File: src/rtl/tone_pkg.sv
// Shared constants and types for the Simon speaker tone player:
// note table, half-period helper and the player state encoding.
package tone_pkg;

  localparam int NOTE_HZ [1:9] = '{262, 294, 330, 350, 392, 440, 494, 523, 587};

  typedef enum logic [1:0] {
    IDLE,
    PLAY,
    GAP
  } tone_state_t;

  // Rounded clk_hz / (2*hz), kept in integer arithmetic so it folds at elaboration.
  function automatic int half_count(input int clk_hz, input int hz);
    return (clk_hz + hz) / (2 * hz);
  endfunction

endpackage

File: src/rtl/ms_tick.sv
// Millisecond prescaler: tick is high for one cycle every DIV clocks,
// and clear restarts the count so the next tick lands DIV cycles later.
module ms_tick #(
  parameter int DIV = 50_000
) (
  input  logic clk,
  input  logic reset,
  input  logic clear,
  output logic tick
);

  localparam int CNT_W = (DIV > 1) ? $clog2(DIV) : 1;

  logic [CNT_W-1:0] cnt;

  assign tick = (cnt == CNT_W'(DIV - 1));

  always_ff @(posedge clk) begin
    if (reset || clear) begin
      cnt <= '0;
    end else if (tick) begin
      cnt <= '0;
    end else begin
      cnt <= cnt + 1'b1;
    end
  end

endmodule

File: src/rtl/tone_player.sv
// Timed square-wave tone generator with start/busy/done handshake, an
// optional silent gap after each note and an abort that never yields done.
module tone_player
  import tone_pkg::*;
#(
  parameter int CLK_HZ = 50_000_000,
  parameter int NUM_W  = 4,
  parameter int DUR_W  = 12,
  parameter int GAP_MS = 0
) (
  input  logic             clk,
  input  logic             reset,
  input  logic             start,
  input  logic [NUM_W-1:0] num,
  input  logic [DUR_W-1:0] dur_ms,
  input  logic             abort,
  output logic             busy,
  output logic             done,
  output logic             spkr,
  output logic [31:0]      freq_hz
);

  localparam int MS_DIV   = CLK_HZ / 1000;
  localparam int HALF_MAX = half_count(CLK_HZ, NOTE_HZ[1]);
  localparam int HALF_W   = $clog2(HALF_MAX + 1);

  typedef logic [9:1][HALF_W-1:0] half_tab_t;

  function automatic half_tab_t build_half_tab();
    half_tab_t t;
    for (int i = 1; i <= 9; i++) begin
      t[i] = HALF_W'(half_count(CLK_HZ, NOTE_HZ[i]));
    end
    return t;
  endfunction

  localparam half_tab_t HALF_TAB = build_half_tab();

  tone_state_t       state;
  logic              tick;
  logic              accept;
  logic              is_note;
  logic              tone_on;
  logic [HALF_W-1:0] half_sel;
  logic [HALF_W-1:0] half_val;
  logic [HALF_W-1:0] half_cnt;
  logic [31:0]       freq_sel;
  logic [DUR_W-1:0]  ms_left;

  assign accept = (state == IDLE) && start && !abort;

  // Indices outside 1..9 fall through as rests with no half period and 0 Hz.
  always_comb begin
    is_note  = 1'b0;
    half_sel = '0;
    freq_sel = '0;
    for (int i = 1; i <= 9; i++) begin
      if (num == NUM_W'(i)) begin
        is_note  = 1'b1;
        half_sel = HALF_TAB[i];
        freq_sel = 32'(NOTE_HZ[i]);
      end
    end
  end

  ms_tick #(
    .DIV(MS_DIV)
  ) u_ms_tick (
    .clk  (clk),
    .reset(reset),
    .clear(accept),
    .tick (tick)
  );

  always_ff @(posedge clk) begin
    if (reset) begin
      state    <= IDLE;
      busy     <= 1'b0;
      done     <= 1'b0;
      spkr     <= 1'b0;
      freq_hz  <= '0;
      tone_on  <= 1'b0;
      half_val <= '0;
      half_cnt <= '0;
      ms_left  <= '0;
    end else begin
      done <= 1'b0;
      if (abort) begin
        state <= IDLE;
        busy  <= 1'b0;
        spkr  <= 1'b0;
      end else begin
        case (state)
          IDLE: begin
            if (start) begin
              freq_hz  <= freq_sel;
              half_val <= half_sel;
              half_cnt <= '0;
              tone_on  <= is_note;
              ms_left  <= dur_ms;
              if (dur_ms == '0) begin
                if (GAP_MS == 0) begin
                  done <= 1'b1;
                end else begin
                  state   <= GAP;
                  busy    <= 1'b1;
                  ms_left <= DUR_W'(GAP_MS);
                end
              end else begin
                state <= PLAY;
                busy  <= 1'b1;
                spkr  <= is_note;
              end
            end
          end

          PLAY: begin
            if (tone_on) begin
              if (half_cnt == half_val - 1'b1) begin
                half_cnt <= '0;
                spkr     <= ~spkr;
              end else begin
                half_cnt <= half_cnt + 1'b1;
              end
            end
            // Leaving PLAY overrides any toggle so the speaker always ends low.
            if (tick) begin
              if (ms_left == DUR_W'(1)) begin
                spkr <= 1'b0;
                if (GAP_MS > 0) begin
                  state   <= GAP;
                  ms_left <= DUR_W'(GAP_MS);
                end else begin
                  state <= IDLE;
                  busy  <= 1'b0;
                  done  <= 1'b1;
                end
              end else begin
                ms_left <= ms_left - 1'b1;
              end
            end
          end

          GAP: begin
            spkr <= 1'b0;
            if (tick) begin
              if (ms_left == DUR_W'(1)) begin
                state <= IDLE;
                busy  <= 1'b0;
                done  <= 1'b1;
              end else begin
                ms_left <= ms_left - 1'b1;
              end
            end
          end

          default: begin
            state <= IDLE;
            busy  <= 1'b0;
            spkr  <= 1'b0;
          end
        endcase
      end
    end
  end

endmodule

File: config.mk
export PLATFORM = sky130hd
export DESIGN_NAME = tone_player
export DESIGN_NICKNAME = d
export VERILOG_FILES = /design/src/rtl/tone_pkg.sv /design/src/rtl/ms_tick.sv /design/src/rtl/tone_player.sv
export SDC_FILE = /design/constraint.sdc
export NUM_CORES = 1
export LEC_CHECK = 0
export CAP_MARGIN = 20
export CORE_ASPECT_RATIO = 0.9
export CORE_MARGIN = 8
export CORE_UTILIZATION = 35
export CTS_CLUSTER_SIZE = 16
export DETAILED_ROUTE_END_ITERATION = 8
export RECOVER_POWER = 50
export SLEW_MARGIN = 40
export SYNTH_ARGS = -nofsm -noshare
export SYNTH_HDL_FRONTEND = slang
export SYNTH_SLANG_ARGS = --single-unit
File: constraint.sdc
create_clock -name clk -period 3.1 [get_ports clk]
set_input_delay 0.62 -clock clk [delete_from_list [all_inputs] [get_ports clk]]
set_output_delay 0.62 -clock clk [all_outputs]
set_load 0.02 [all_outputs]
# Yosys cells after proc, flatten, opt, wreduce, memory -nomap -nowiden
# Cells that the tools add are included.
# word_totals
reg_bits	100
inputBits	20
out_inout_bits	35
word_cells	109
# classes
add_sub_neg	4
eq_ne	20
muxes	57
n_bitwise	2
n_reduce_logical	16
# ops
operator	count
two-way mux 32 bit	8
two-way mux 17 bit	12
two-way mux 12 bit	3
one-hot mux 17 bit (2 select lines)	1
one-hot mux 12 bit (2 select lines)	1
two-way mux 1 bit	23
adder 17 x 1 -> 17 bit, second input constant	1
== test 17 bit	1
subtractor 17 x 1 -> 17 bit, second input constant	1
adder 16 x 1 -> 16 bit, second input constant	1
== test 16 bit, second input constant	1
== test 4 x 3 -> 1 bit, second input constant	4
== test 12 x 1 -> 1 bit, second input constant	1
zero test 12 bit	1
subtractor 12 x 1 -> 12 bit, second input constant	1
two-way mux 9 bit	1
== test 4 x 2 -> 1 bit, second input constant	2
== test 4 bit, second input constant	2
two-way mux 2 bit	4
inequality test 2 bit, second input constant	4
AND reduction 4 bit	2
one-hot mux 1 bit (2 select lines)	3
OR reduction 2 bit	3
AND reduction 5 bit	1
13 further kinds	17

# Logic depth before layout (Yosys ltp)
# Gate-level depths: netlist (run 1).
# logic_depth
word_depth	13
ltp_mapped	10
mapped_depth_nobuf	9

# Cells and area by module
# A second synthesis (run 1) with hierarchy kept.
# hier_totals
hier_cells	602
area_unflattened_um2	4658.2
# by_module_without_submodules
module	n_inst	cells_per_inst	area_each_um2
tone_player	1	522	3937.5
ms_tick	1	80	720.7

# Worst setup path before layout (run 1)
# OpenSTA, ideal clock, no wires.
# synth_timing
path_kind	register -> register
from	reg half_val[6]
to	reg half_cnt[11]
setup_ns	0.115
arrival_time_ns	2.349
t_required_ns	2.985
setup_slack_ns	0.637
stages_incl_launch_ff	10
synth_period_minus_slack_ns	2.463
path_cell_list	dfxtp_1 -> buf_6 -> or4_4 -> or4_1 -> o22ai_1 -> a41oi_1 -> nor4_2 -> o22a_2 -> buf_6 -> nor2_1
# synth_between
elab_chain_cells	5
# synth_lines
element	line_no	source
start, declared	tone_player.sv:45	logic [HALF_W-1:0] half_val;
start signal, assigned	tone_player.sv:97	half_val <= half_sel;
subtractor 17 x 1 -> 17 bit	tone_player.sv:119	if (half_cnt == half_val - 1'b1) begin
== test 17 bit	tone_player.sv:119	
two-way mux 17 bit	tone_player.sv:119	
two-way mux 17 bit	tone_player.sv:118	if (tone_on) begin
one-hot mux 17 bit (2 select lines)	tone_player.sv:93	case (state)
end signal, assigned	tone_player.sv:123	half_cnt <= half_cnt + 1'b1;
end, declared	tone_player.sv:46	logic [HALF_W-1:0] half_cnt;
# No other way between the ends. The select of a mux whose other input is x is not followed.
# A chain may end at the register's enable or synchronous reset.

# Final worst setup path (run 1)
# layout_timing
from	in start
to	reg half_val[3]
# layout_between
elab_chain_cells	1
# layout_lines
element	line_no	source
start, declared	tone_player.sv:13	input logic start,
AND reduction 3 bit (no source line)	n/a	
# No other way between the ends.

==> results of run 1 <==
power groups by stage:
stage | Clock, mW | Combinational, mW | Sequential [mW]
floorplan | 0 | 0.309 | 1.05
global placement | 0 | 0.385 | 1.05
detailed placement | 0 | 0.391 | 1.05
CTS | 1.11 | 0.392 | 1.03
global route | 1.15 | 0.437 | 1.04
finish | 1.08 | 0.391 | 1.03
critical path, stage by stage:
cell,delay [ps]
sky130_fd_sc_hd__dlygate4sd3_1,540
sky130_fd_sc_hd__nand2b_1,170
sky130_fd_sc_hd__nor2_1,160
sky130_fd_sc_hd__clkbuf_1,870
sky130_fd_sc_hd__o221ai_1,380
sky130_fd_sc_hd__a21oi_1,220
cell families (layout without fill, tap and decap cells):
family / count (synthesis) / after routing / synth area share, %
simple gates: 260 / 260 / 28.6
compound gates: 110 / 110 / 16.3
flops: 75 / 75 / 34.0
buf+inv: 72 / 74 / 8.49
xor+xnor: 52 / 52 / 10.3
fa+ha+maj: 5 / 5 / 1.42
mux: 4 / 4 / 0.906
other cells: 1 / 22 / 0.0848
metrics by stage:
step	setup WS (ps)	utilization (%)	instance area (sq um)	total power, mW
detailed placement	477	38.3	4780	1.44
floorplan	637	-	4500	1.36
CTS	475	40.8	5090	2.53
global placement	521	38.3	4780	1.44
finish	384	40.7	5090	2.50
global route	217	40.7	5090	2.63
cell usage in the layout, fill, tap and decap left out, types with 13 or more instances in the layout:
cell type / count
sky130_fd_sc_hd__o21ai_0: 23
sky130_fd_sc_hd__clkdlybuf4s50_1: 19
sky130_fd_sc_hd__inv_1: 15
sky130_fd_sc_hd__a21oi_1: 32
sky130_fd_sc_hd__nor3_1: 21
sky130_fd_sc_hd__xor2_1: 20
sky130_fd_sc_hd__xnor2_1: 32
sky130_fd_sc_hd__dfxtp_1: 75
sky130_fd_sc_hd__conb_1: 22
sky130_fd_sc_hd__nor2_1: 92
sky130_fd_sc_hd__nand3_1: 19
sky130_fd_sc_hd__dlygate4sd3_1: 13
sky130_fd_sc_hd__nand2_1: 58
worst max path at each step:
stage | to | slack [ps] | cells past startpoint
finish | half_val[3] | 380 | 6
global route | half_val[3] | 220 | 6
CTS | half_cnt[2] | 480 | 7
detailed placement | half_cnt[10] | 480 | 7
global placement | half_cnt[13] | 520 | 8
floorplan | half_cnt[11] | 640 | 9
registers in the layout, summed over array words and instances, names as in the netlist:
name           count
busy               1
done               1
freq_hz            9
half_cnt          17
half_val          17
ms_left           12
spkr               1
tone_on            1
u_ms_tick.cnt     16
layout make-up:
class                   count  area [sq um]  area share, %
multi-input cells         453          2620           51.5
flip-flops and latches     75          1500           29.5
repair buffers             42           392           7.70
clock buffers              13           260           5.12
well taps                 164           205           4.03
inverters                  16          60.1           1.18
clock inverters             3          46.3          0.910
routing by layer:
metal  wire, microns  share of wire (%)
met5               0                  0
met4             181                1.7
met1            5180                 48
met3             388                3.6
met2            4970                 46
==> out/summary.json, run 1 <==
{
  "routed-via-count": 3938,
  "worstReg2RegEnd": "half_cnt[2]",
  "drc": 0,
  "floorplan.initialDensity_pct": 35.4,
  "min_delay_path_depth": 2,
  "power.sequential.fraction_pct": 41.3,
  "buffer_ports.inserted": 32,
  "min-delay-start": "freq_hz[5]",
  "syn_area_sq_um": 4420,
  "core.rowCount": 39,
  "report.final.slew_viol_count": 0,
  "hold_path_end": "freq_hz[5]",
  "grt_pass1_vias": 3735,
  "timing.hold.worst.class": "reg -> reg",
  "insertion_delay_ps": 340,
  "drt-initial-drc-count": 301,
  "power.leakage_nw": 1.86,
  "drive_gt1_share_pct": 5.48,
  "globalRoute.totalOverflow": 0,
  "fp.coreArea_sq_um": 12500,
  "syn_area_per_cell_sq_um": 7.63,
  "drt_pass1_iterations": 5,
  "tritoncts.num_buffers": 9,
  "design.final.nets": 622,
  "most_frequently_used_cell_type_in_the_post_synthesis_netlist": "sky130_fd_sc_hd__nor2_1",
  "critical_path_required_ps": 3370,
  "power.share.switching_pct": 27.4,
  "worst_ep_arrival_time_ps": 2980,
  "p_int_mw": 1.82,
  "setup_slack_of_the_worst_register_to_register_path_ps": 480,
  "max-vdd-ir-drop_mv": 0.265,
  "post-dp-hpwl_microns": 7910,
  "clkSinkCount": 75,
  "post-cts-setup-buffers": 0,
  "worstSetupStartpointType": "input port",
  "final-setup-viol-count": 0,
  "cts_tree": "yes",
  "max_clock_freq_mhz": 368,
  "placedCellCount": 750,
  "number_of_antenna_violations_at_the_first_check_in_global_routing": 0,
  "power.clock.fraction_pct": 43.1,
  "wire_length_of_the_first_global_routing_pass_microns": 18100,
  "combPwrFrac_pct": 15.6,
  "clk_pin_slew_worst_paths_ps": 60,
  "cts.htree.levels": 3,
  "rsz_0062_raised_after_global_routing": "no",
  "average_via_count_per_standard_cell": 5.14,
  "post_drt_wl_per_cell_microns": 14.0,
  "p_per_area_nw_per_um2": 491,
  "post_synth_num_cell_types": 64,
  "area_delta_synth_final_pct": 15.1,
  "worst_pin_slew_ps": 1170,
  "synth_edf_count": 0,
  "share_of_synthesized_area_occupied_by_flip_flops_and_latches_pct": 34.0,
  "p_sw_mw": 0.684,
  "synth.top_cells.by_area": "sky130_fd_sc_hd__dfxtp_1 (34%), sky130_fd_sc_hd__nor2_1 (7.8%), sky130_fd_sc_hd__xnor2_1 (6.3%)",
  "timing.setup.critical_path_class": "in -> reg",
  "slew_headroom_pct": 22.0,
  "fin_cells": 766,
  "grtUsageMet1_pct": 17.3,
  "fin_tns_setup_ps": 0,
  "grt_peak_use_layer": "met2",
  "max_cap_viol_count": 0,
  "top_level_ports": 55,
  "synth_largest_type_area_fraction_pct": 34.0,
  "critical_path.reg2reg.startpoint": "half_val[6]",
  "synth_common_cells": "sky130_fd_sc_hd__nor2_1 (92), sky130_fd_sc_hd__dfxtp_1 (75), sky130_fd_sc_hd__nand2_1 (58), sky130_fd_sc_hd__a21oi_1 (32), sky130_fd_sc_hd__xnor2_1 (32)",
  "cts_root_buffer": "sky130_fd_sc_hd__clkbuf_16",
  "rr_worst_depth": 7,
  "dieArea_sq_um": 16500,
  "routed_wirelength_microns": 10700,
  "synth-warning-count": 0,
  "grt_util_met3_pct": 3.56,
  "use_met2_pct": 21.4,
  "finClkSkew_ps": 5.94,
  "finalCriticalPeriod_ps": 2720,
  "post_cts_resized": 0,
  "die-height_microns": 123,
  "final.fill_count": 1307,
  "die_w_microns": 134,
  "ctsLongestPathBuffers": 2,
  "postSynthRegisterBits": 75,
  "postSynth.asyncResetShare_pct": 0,
  "gp_congestion": 0.889,
  "synth_ff_type": "sky130_fd_sc_hd__dfxtp_1",
  "outcome": "finished, final reports clean",
  "cts.hold.buffers_added": 0,
  "worstSetupStartpoint": "start",
  "worst_hold_slack_ps": 449,
  "critical_path.max_fanout": 25,
  "synth_top_area_cell": "sky130_fd_sc_hd__dfxtp_1",
  "min_period_over_period_pct": 87.6,
  "maximum_number_of_pins_on_one_net_before_global_route_repair": 27,
  "antenna_violating_nets_post_route": 0,
  "hold_viol_final": 0,
  "grt_use_total_pct": 13.5,
  "timing.critical_path.to_type": "flip-flop",
  "netlist_instances": 579,
  "antenna-diode-count": 0
}
No activity file was read; power rests on OpenSTA's default activity.
==> inputs of run 2 (changes only) <==
--- a/config.mk
+++ b/config.mk
@@ -7,7 +7,6 @@
 export LEC_CHECK = 0
 export CAP_MARGIN = 20
 export CORE_ASPECT_RATIO = 0.9
-export CORE_MARGIN = 8
 export CORE_UTILIZATION = 35
 export CTS_CLUSTER_SIZE = 16
 export DETAILED_ROUTE_END_ITERATION = 8
==> run 2 against run 1 <==
Against the previous run:
- worst setup slack got worse by 50 ps
- critical path depth did not move
- global-route usage rose by 3.2 points
- register-to-register slack barely moved
- critical endpoint is now half_val[12]
- critical path type unchanged
- power rose by 2.8%
==> out/summary.json, run 2 (synthesis gave the netlist of run 1 again) <==
{
  "outcome": "finished, final reports clean",
  "cts.hold.buffers_added": {"value": 0, "change": "unchanged"},
  "max-vdd-ir-drop": {"value": 0.300, "unit": "mV", "change": "+13%"},
  "final_common_cell": "sky130_fd_sc_hd__nor2_1",
  "max_cap_viol_count": {"value": 0, "change": "unchanged"},
  "timing.hold.worst.class": "reg -> reg",
  "p_sw": {"value": 0.689, "unit": "mW", "change": "+0.75%"},
  "power.sequential.fraction": {"value": 40.2, "unit": "%", "change": "-1.1 points"},
  "timing.setup.critical_path_class": "in -> reg",
  "worstSetupStartpoint": "start",
  "die_w": {"value": 120, "unit": "microns", "change": "-10%"},
  "slew_headroom": {"value": 23.6, "unit": "%", "change": "+1.6 points"},
  "area_delta_synth_final_pct": 15.6,
  "post_cts_resized": {"value": 0, "change": "unchanged"},
  "timing.critical_path.to_type": "flip-flop",
  "wire_length_of_the_first_global_routing_pass": {"value": 17600, "unit": "microns", "change": "-2.6%"},
  "dieArea": {"value": 13100, "unit": "sq um", "change": "-21%"},
  "critical_path.reg2reg.startpoint": "half_val[6]",
  "tritoncts.num_buffers": {"value": 9, "change": "unchanged"},
  "power.share.switching": {"value": 26.8, "unit": "%", "change": "-0.54 points"},
  "average_via_count_per_standard_cell": {"value": 5.25, "change": "+2.2%"},
  "drt-initial-drc-count": {"value": 265, "change": "-12%"},
  "power.leakage": {"value": 1.87, "unit": "nW", "change": "+0.80%"},
  "ctsLongestPathBuffers": {"value": 2, "change": "unchanged"},
  "critical_path.max_fanout": {"value": 25, "change": "unchanged"},
  "insertion_delay": {"value": 330, "unit": "ps", "change": "about the same"},
  "total_power": {"value": 2.57, "unit": "mW", "change": "+2.8%"},
  "biggest_registers_after_layout": "half_cnt (17), half_val (17), u_ms_tick.cnt (16)",
  "fp.coreArea": {"value": 12200, "unit": "sq um", "change": "-2.6%"},
  "hold_viol_final": {"value": 0, "change": "unchanged"},
  "cts.htree.levels": {"value": 3, "change": "unchanged"},
  "post-cts-setup-buffers": {"value": 0, "change": "unchanged"},
  "placed_cell_area": {"value": 4790, "unit": "sq um", "change": "about the same"},
  "p_per_area": {"value": 503, "unit": "nW/um^2", "change": "+2.3%"},
  "worstSetupStartpointType": "input port",
  "routed_wirelength": {"value": 10400, "unit": "microns", "change": "-3.0%"},
  "finClkSkew": {"value": 7.01, "unit": "ps", "change": "+1.07 ps"},
  "top_level_ports": {"value": 55, "change": "unchanged"},
  "design.final.nets": {"value": 623, "change": "+0.16%"},
  "worst_ep_arrival_time": {"value": 3030, "unit": "ps", "change": "+50 ps"},
  "buffer_ports.inserted": {"value": 32, "change": "unchanged"},
  "p_int": {"value": 1.88, "unit": "mW", "change": "+3.5%"},
  "post-dp-hpwl": {"value": 7530, "unit": "microns", "change": "-4.7%"},
  "antenna_violating_nets_post_route": {"value": 0, "change": "unchanged"},
  "post_drt_wl_per_cell": {"value": 13.6, "unit": "microns", "change": "-2.6%"},
  "power.clock.fraction": {"value": 44.5, "unit": "%", "change": "+1.4 points"},
  "final-setup-viol-count": {"value": 0, "change": "unchanged"},
  "worst_pin_slew": {"value": 1150, "unit": "ps", "change": "-23.4 ps"},
  "final_area": {"value": 5110, "unit": "sq um", "change": "+0.47%"},
  "grt_pass1_vias": {"value": 3597, "change": "-3.7%"},
  "min-delay-start": "freq_hz[4]",
  "combPwrFrac": {"value": 15.3, "unit": "%", "change": "-0.3 points"},
  "clk_pin_slew_worst_paths": {"value": 60, "unit": "ps", "change": "about the same"},
  "rsz_0062_raised_after_global_routing": "no",
  "critical_path_required": {"value": 3360, "unit": "ps", "change": "about the same"},
  "max_clock_freq": {"value": 362, "unit": "MHz", "change": "-1.8%"},
  "floorplan.initialDensity": {"value": 36.3, "unit": "%", "change": "+0.93 points"},
  "number_of_antenna_violations_at_the_first_check_in_global_routing": {"value": 0, "change": "unchanged"},
  "drt_pass1_iterations": {"value": 5, "change": "unchanged"},
  "drive_gt1_share": {"value": 5.80, "unit": "%", "change": "+0.32 points"},
  "globalRoute.totalOverflow": {"value": 0, "change": "unchanged"},
  "finalCriticalPeriod": {"value": 2770, "unit": "ps", "change": "+50.0 ps"},
  "maximum_number_of_pins_on_one_net_before_global_route_repair": {"value": 26, "change": "-3.7%"},
  "antenna-diode-count": {"value": 0, "change": "unchanged"},
  "drc": {"value": 0, "change": "unchanged"},
  "report.final.slew_viol_count": {"value": 0, "change": "unchanged"},
  "routed-via-count": {"value": 4007, "change": "+1.8%"},
  "die-height": {"value": 109, "unit": "microns", "change": "-11%"},
  "core.rowCount": {"value": 38, "change": "-2.6%"},
  "gp_congestion": {"value": 0.879, "change": "-1.1%"},
  "fin_tns_setup": {"value": 0, "unit": "ps", "change": "unchanged"},
  "cts_tree": "yes",
  "clkSinkCount": {"value": 75, "change": "unchanged"},
  "min_period_over_period": {"value": 89.2, "unit": "%", "change": "+1.6 points"},
  "grt_use_total": {"value": 16.7, "unit": "%", "change": "+3.2 points"},
  "layout.cells.most_common_list": "sky130_fd_sc_hd__nor2_1 (92), sky130_fd_sc_hd__dfxtp_1 (75), sky130_fd_sc_hd__nand2_1 (58)",
  "cts_root_buffer": "sky130_fd_sc_hd__clkbuf_16"
}
run 2: per-layer routing:
layer | wire length, microns | global-route usage, %
met1 | 4980 | 22.9
met5 | 0 | 0
met3 | 484 | 3.40
met2 | 4820 | 26.6
met4 | 122 | 4.94
run 2: worst paths after layout:
check	to	slack, ps	depth (start not counted)
worst min register to register	freq_hz[4]	450	2
worst min-delay path	freq_hz[4]	450	2
worst max register to register	half_cnt[5]	480	7
worst max-delay path	half_val[12]	330	6
run 2: critical path: stages:
cell                            delay [ps]
sky130_fd_sc_hd__dlygate4sd3_1         550
sky130_fd_sc_hd__nand2b_1              170
sky130_fd_sc_hd__nor2_1                150
sky130_fd_sc_hd__clkbuf_1              860
sky130_fd_sc_hd__o311ai_0              420
sky130_fd_sc_hd__a21oi_1               230
run 2: area by class of cell:
class                           count  area [sq um]
Inverter                           16          60.1
Clock inverter                      5          85.1
Timing Repair Buffer               43           399
Sequential cell                    75          1500
Fill cell                        1280          7060
Clock buffer                       11           243
Multi-Input combinational cell    453          2620
Tap cell                          160           200
run 2: metrics by stage:
stage / hold WS, ps / util [%] / setup WS [ps] / instances
3_5_place_dp: 447 / 39.3 / 488 / 747
6_report: 449 / 42.0 / 334 / 763
5_1_grt: 473 / 42.0 / 172 / 763
2_1_floorplan: 430 / - / 637 / 600
4_1_cts: 455 / 42.0 / 487 / 763
3_3_place_gp: 442 / 39.3 / 504 / 747
run 2: power groups by stage:
| stage | clock network [mW] | logic [mW] | registers, mW |
|---|---|---|---|
| 5_1_grt | 1.21 | 0.438 | 1.04 |
| 3_3_place_gp | 0 | 0.388 | 1.05 |
| 4_1_cts | 1.17 | 0.395 | 1.03 |
| 2_1_floorplan | 0 | 0.309 | 1.05 |
| 3_5_place_dp | 0 | 0.394 | 1.05 |
| 6_report | 1.14 | 0.394 | 1.03 |
==> RTL edit 1 (config.mk and constraints of run 2) <==
Change the parameter `NUM_W` from 4 to 5.
--- a/src/rtl/tone_player.sv
+++ b/src/rtl/tone_player.sv
@@ -5,5 +5,5 @@
 #(
   parameter int CLK_HZ = 50_000_000,
-  parameter int NUM_W  = 4,
+  parameter int NUM_W  = 5,
   parameter int DUR_W  = 12,
   parameter int GAP_MS = 0
Ports: changed (resized num); port bits go from 55 to 56. No check against the original RTL was run, so the function may have changed too.
==> RTL edit 1 against run 2 <==
- critical endpoint is now half_cnt[9]
- cell area is 0.61% lower
- total power is 7.1% lower
- critical path depth is 5 higher
- synthesized area is 1.2% lower
- wire length is 1.5% higher
- worst setup slack worse by 26 ps
- synthesized cell count is 2.9% lower
- sequential cell count stayed put
==> RTL edit 1: results (changes against run 2) <==
Iter 0 DRT Violations -> 281 (+6.0%)
Worst Reg-to-Reg Cells -> 11 (+4)
maximum level of the CTS H-tree -> 3 (unchanged)
slew margin rel. -> 0.363 (+0.127)
Sw Ratio -> 0.271 (+0.00272)
Pleak -> 1.88 nW (+0.38%)
Final Wtd Congestion -> 0.852 (-3.1%)
vias post-DR -> 3,923 (-2.1%)
largest net degree at the start of global routing -> 34 (+31%)
post-DP HPWL -> 7780 µm (+3.3%)
DR pass1 iterations -> 4 (-1)
vias in the first global route -> 3,611 (+0.39%)
GRT Overall Usage -> 0.174 (+0.00684)
Cells after DPL -> 736 (-1.5%)
syn avg cell area -> 7.77 µm² (+1.8%)
first-pass GRT wire length -> 17,900 µm (+1.9%)
critical-path maximum fanout -> 13 (-48%)
VDD IR max -> 0.279 mV (-7.1%)
Vias/cell -> 5.21 (-0.80%)
Routed wire per std cell -> 14.0 µm (+2.9%)
share of layout cells above drive strength 1 -> 0.0573 (-0.000708)
Netlist cell types -> 58 (-9.4%)
synth cell count leaders -> 82 x nor2_1, 75 x dfxtp_1, 47 x nand2_1
sequential-to-total area share from yosys stat -> 0.344 (+0.00409)
port buffer count -> 33 (+3.1%)
status -> completed
most area-consuming cells after synthesis -> dfxtp_1 34%, nor2_1 7.0%, xor2_1 5.6%
RTL edit 1: changes by cell type after synthesis, moves of 7 or more:
cell,delta
xor2_1,+8
nand2_1,-11
o22ai_1,+7
nor2_1,-10
xnor2_1,-9
a21oi_1,+10
RTL edit 1: metrics by stage:
step | cell area (µm²) | util | worst slack (ps)
6_report | 5080 | 0.419 | 308
5_1_grt | 5080 | 0.419 | 90.2
4_1_cts | 5070 | 0.418 | 237
3_5_place_dp | 4780 | 0.394 | 253
3_3_place_gp | 4780 | 0.394 | 356
2_1_floorplan | 4450 | - | 585
RTL edit 1: repair_timing:
action / 4_1_cts / 5_1_grt
endpoints found under the hold margin: 0 / 0
setup buffers: 0 / 1
setup endpoints to repair: 0 / 6
RTL edit 1: worst paths after layout:
check | startpoint | to | slack (ps)
setup / recovery | half_val[0] | half_cnt[9] | 310
hold / removal | freq_hz[8] | freq_hz[8] | 450
setup reg to reg | half_val[0] | half_cnt[9] | 310
hold reg to reg | freq_hz[8] | freq_hz[8] | 450
RTL edit 1: power groups by stage:
| stage | Sequential [W] | Combinational (W) | Clock, W |
|---|---|---|---|
| after floorplan | 0.00103 | 0.000263 | 0 |
| after global placement | 0.00103 | 0.000337 | 0 |
| after detailed placement | 0.00103 | 0.000340 | 0 |
| after CTS | 0.00101 | 0.000342 | 0.00106 |
| after global routing | 0.00102 | 0.000386 | 0.00111 |
| final | 0.00101 | 0.000346 | 0.00103 |
RTL edit 1: worst max-delay path, stage by stage (launching register included):
cell and delay, ps:
dfxtp_1 340, inv_1 70, ha_1 340, or4b_1 520, nor4_1 340, xnor2_1 160, o21ai_1 90, nor4_2 300
a21oi_4 150, o21ai_4 190, buf_12 140, nor2_1 50
RTL edit 1: area by class of cell:
class | count | area [µm²]
inverter | 12 | 45.0
fill | 1240 | 7040
clock buffer | 9 | 225
timing repair buffer | 47 | 438
multi-input combinational | 443 | 2600
clock inverter | 7 | 68.8
sequential | 75 | 1500
tap | 160 | 200
RTL edit 1: cell families after synthesis:
logic type	after synthesis	share of synthesized area
simple gates	246	0.286
compound gates	118	0.171
flops	75	0.344
buf+inv	65	0.0788
xor+xnor	51	0.102
fa+ha+maj	5	0.0143
other cells	1	0.000859
mux	1	0.00229
RTL edit 1: per-layer routing:
metal | part of all wire | GRT usage | routed length (µm) | vias to the layer above
li1 | - | - | - | 1995
met3 | 0.055 | 0.0390 | 585 | 8
met4 | 0.0066 | 0.0536 | 70 | 0
met5 | 0 | 0 | 0 | -
met1 | 0.48 | 0.239 | 5060 | 1814
met2 | 0.46 | 0.272 | 4840 | 106
==> RTL edit 2 (flow settings as in run 2) <==
Without the edit above. Reset style: asynchronous (`reset`), changed in one clocked block.
--- a/src/rtl/tone_player.sv
+++ b/src/rtl/tone_player.sv
@@ -73,5 +73,5 @@
   );
 
-  always_ff @(posedge clk) begin
+  always_ff @(posedge clk or posedge reset) begin
     if (reset) begin
       state    <= IDLE;
Formal check against the unedited RTL: differs if reset is asserted again (counterexample within 4 cycles, from zero or initial values and one cycle with reset high); with reset held inactive, the same outputs for 4 cycles.
==> RTL edit 2 against run 2 <==
- the run now ends with max-capacitance violations, max-slew violations left
- total power increased by 19%
- wire length increased by 4.1%
- first-iteration DRC count increased by 6.4%
- sequential cell count unchanged
- cell area increased by 6.1%
- clock power decreased by 4%
- synthesized area increased by 5.8%
- register-to-register slack got worse by 180 ps
- worst setup slack got worse by 33 ps
==> RTL edit 2: results (changes against run 2) <==
Vias/cell -> 5.28 (+0.45%)
maximum level of the CTS H-tree -> 3 (unchanged)
Synth Warn # -> 0 (unchanged)
max cap viols -> 1 (+1)
Worst-path clk slew -> 60 ps (about the same)
Final Wtd Congestion -> 0.871 (-0.92%)
sequential-to-total area share from yosys stat -> 0.384 (+0.0445)
Clk Tree Root Cell -> clkbuf_16
share of layout cells above drive strength 1 -> 0.0777 (+0.0197)
CTS buffer count -> 9 (unchanged)
# diodes -> 0 (unchanged)
Final Slew Violations -> 60 (+60)
DR pass1 iterations -> 4 (-1)
Post-synth ARST share -> 0.787 (+0.787)
GRT Overall Usage -> 0.163 (-0.00480)
synth cell count leaders -> 72 x nor2_1, 62 x nand2_1, 59 x dfrtp_1
clock tree buffer depth -> 2 (unchanged)
first-pass GRT wire length -> 17,900 µm (+1.7%)
status -> finished, violations left
vias in the first global route -> 3,699 (+2.8%)
Iter 0 DRT Violations -> 282 (+6.4%)
slew margin rel. -> -0.0238 (-0.260)
Largest regs -> half_cnt x17, half_val x17, u_ms_tick.cnt x16
post-DP HPWL -> 7600 µm (+0.87%)
Netlist cell types -> 60 (-6.3%)
VDD IR max -> 0.471 mV (+57%)
Skew-Pair Late Insertion Delay -> 350 ps (+20 ps)
type of the most critical hold path -> reg2reg
most area-consuming cells after synthesis -> dfrtp_1 32%, dfxtp_1 6.8%, nor2_1 5.8%
Pleak -> 2.19 nW (+17%)
failing checks -> max-capacitance violations, max-slew violations
port buffer count -> 32 (unchanged)
net count reported at finish -> 612 (-1.8%)
final WL -> 10,800 µm (+4.1%)
pre-CTS setup slack -> 19.3 ps (-469 ps)
critical-path maximum fanout -> 12 (-52%)
Setup Skew -> 8.88 ps (+1.86 ps)
largest net degree at the start of global routing -> 60 (+130%)
Post-CTS Setup Bufs -> 0 (unchanged)
## RTL edit 2: cell families (layout without fill, tap and decap cells)
kind of cell,Yosys count,in the layout,share of synthesized area
AND/OR/NAND/NOR,239,239,0.247
AO/OA/AOI/OAI,122,123,0.180
flip-flops,75,75,0.384
buffers and inverters,71,79,0.0792
XOR/XNOR,39,39,0.0730
multiplexers,10,10,0.0225
adder cells (fa/ha/maj),5,5,0.0134
other,1,22,0.000802
## RTL edit 2: final cells by class
type | instances | area (µm²)
inverter | 20 | 75.1
tap | 164 | 205
clock buffer | 12 | 289
fill | 1323 | 7460
multi-input combinational | 438 | 2630
timing repair buffer | 43 | 397
sequential | 75 | 1800
clock inverter | 4 | 35.0
## RTL edit 2: final timing paths
| kind | start | to | slack, ps | cells past startpoint |
|---|---|---|---|---|
| max | half_val[2] | half_cnt[4] | 300 | 9 |
| min | u_ms_tick.cnt[0] | u_ms_tick.cnt[0] | 470 | 1 |
| max reg2reg | half_val[2] | half_cnt[4] | 300 | 9 |
| min reg2reg | u_ms_tick.cnt[0] | u_ms_tick.cnt[0] | 470 | 1 |
| max in group asynchronous | reset | freq_hz[3] | 900 | 3 |
| min in group asynchronous | reset | ms_left[7] | 1250 | 3 |
## RTL edit 2: timing repair
action                     CTS  global route
pin swaps                    0             1
setup endpoints to repair    2            15
gates resized for setup      1             3
cloned                       0             1
## RTL edit 2: routing by layer
metal | up-vias | share of wire | track usage
li1 | 1990 | - | -
met1 | 1883 | 0.48 | 0.224
met2 | 101 | 0.46 | 0.251
met3 | 14 | 0.045 | 0.0435
met4 | 0 | 0.012 | 0.0394
met5 | - | 0 | 0
## RTL edit 2: worst max-delay path: stages, from the launching register on
cell,delay (ps)
dfrtp_1,470
or4_4,620
nor3_2,290
nand3b_1,130
xnor2_1,150
nor4_2,260
buf_4,200
a31oi_4,180
a21o_1,210
a22o_1,170
## RTL edit 2: where the power goes
part	internal, W	leakage [nW]	total (W)	switching (W)
clock	0.000670	0.160	0.00110	0.000434
combinational	0.000299	1.15	0.000694	0.000395
sequential	0.00110	0.876	0.00125	0.000153
total	0.00207	2.19	0.00305	0.000981
## RTL edit 2: through the flow
stage                     cells  utilization  hold WS [ps]  cell area, µm²
after floorplan             583            -           430            4760
after global placement      739        0.394           447            5080
after detailed placement    739        0.394           458            5080
after CTS                   755        0.420           472            5410
after global routing        756        0.421           492            5420
final                       756        0.421           469            5420
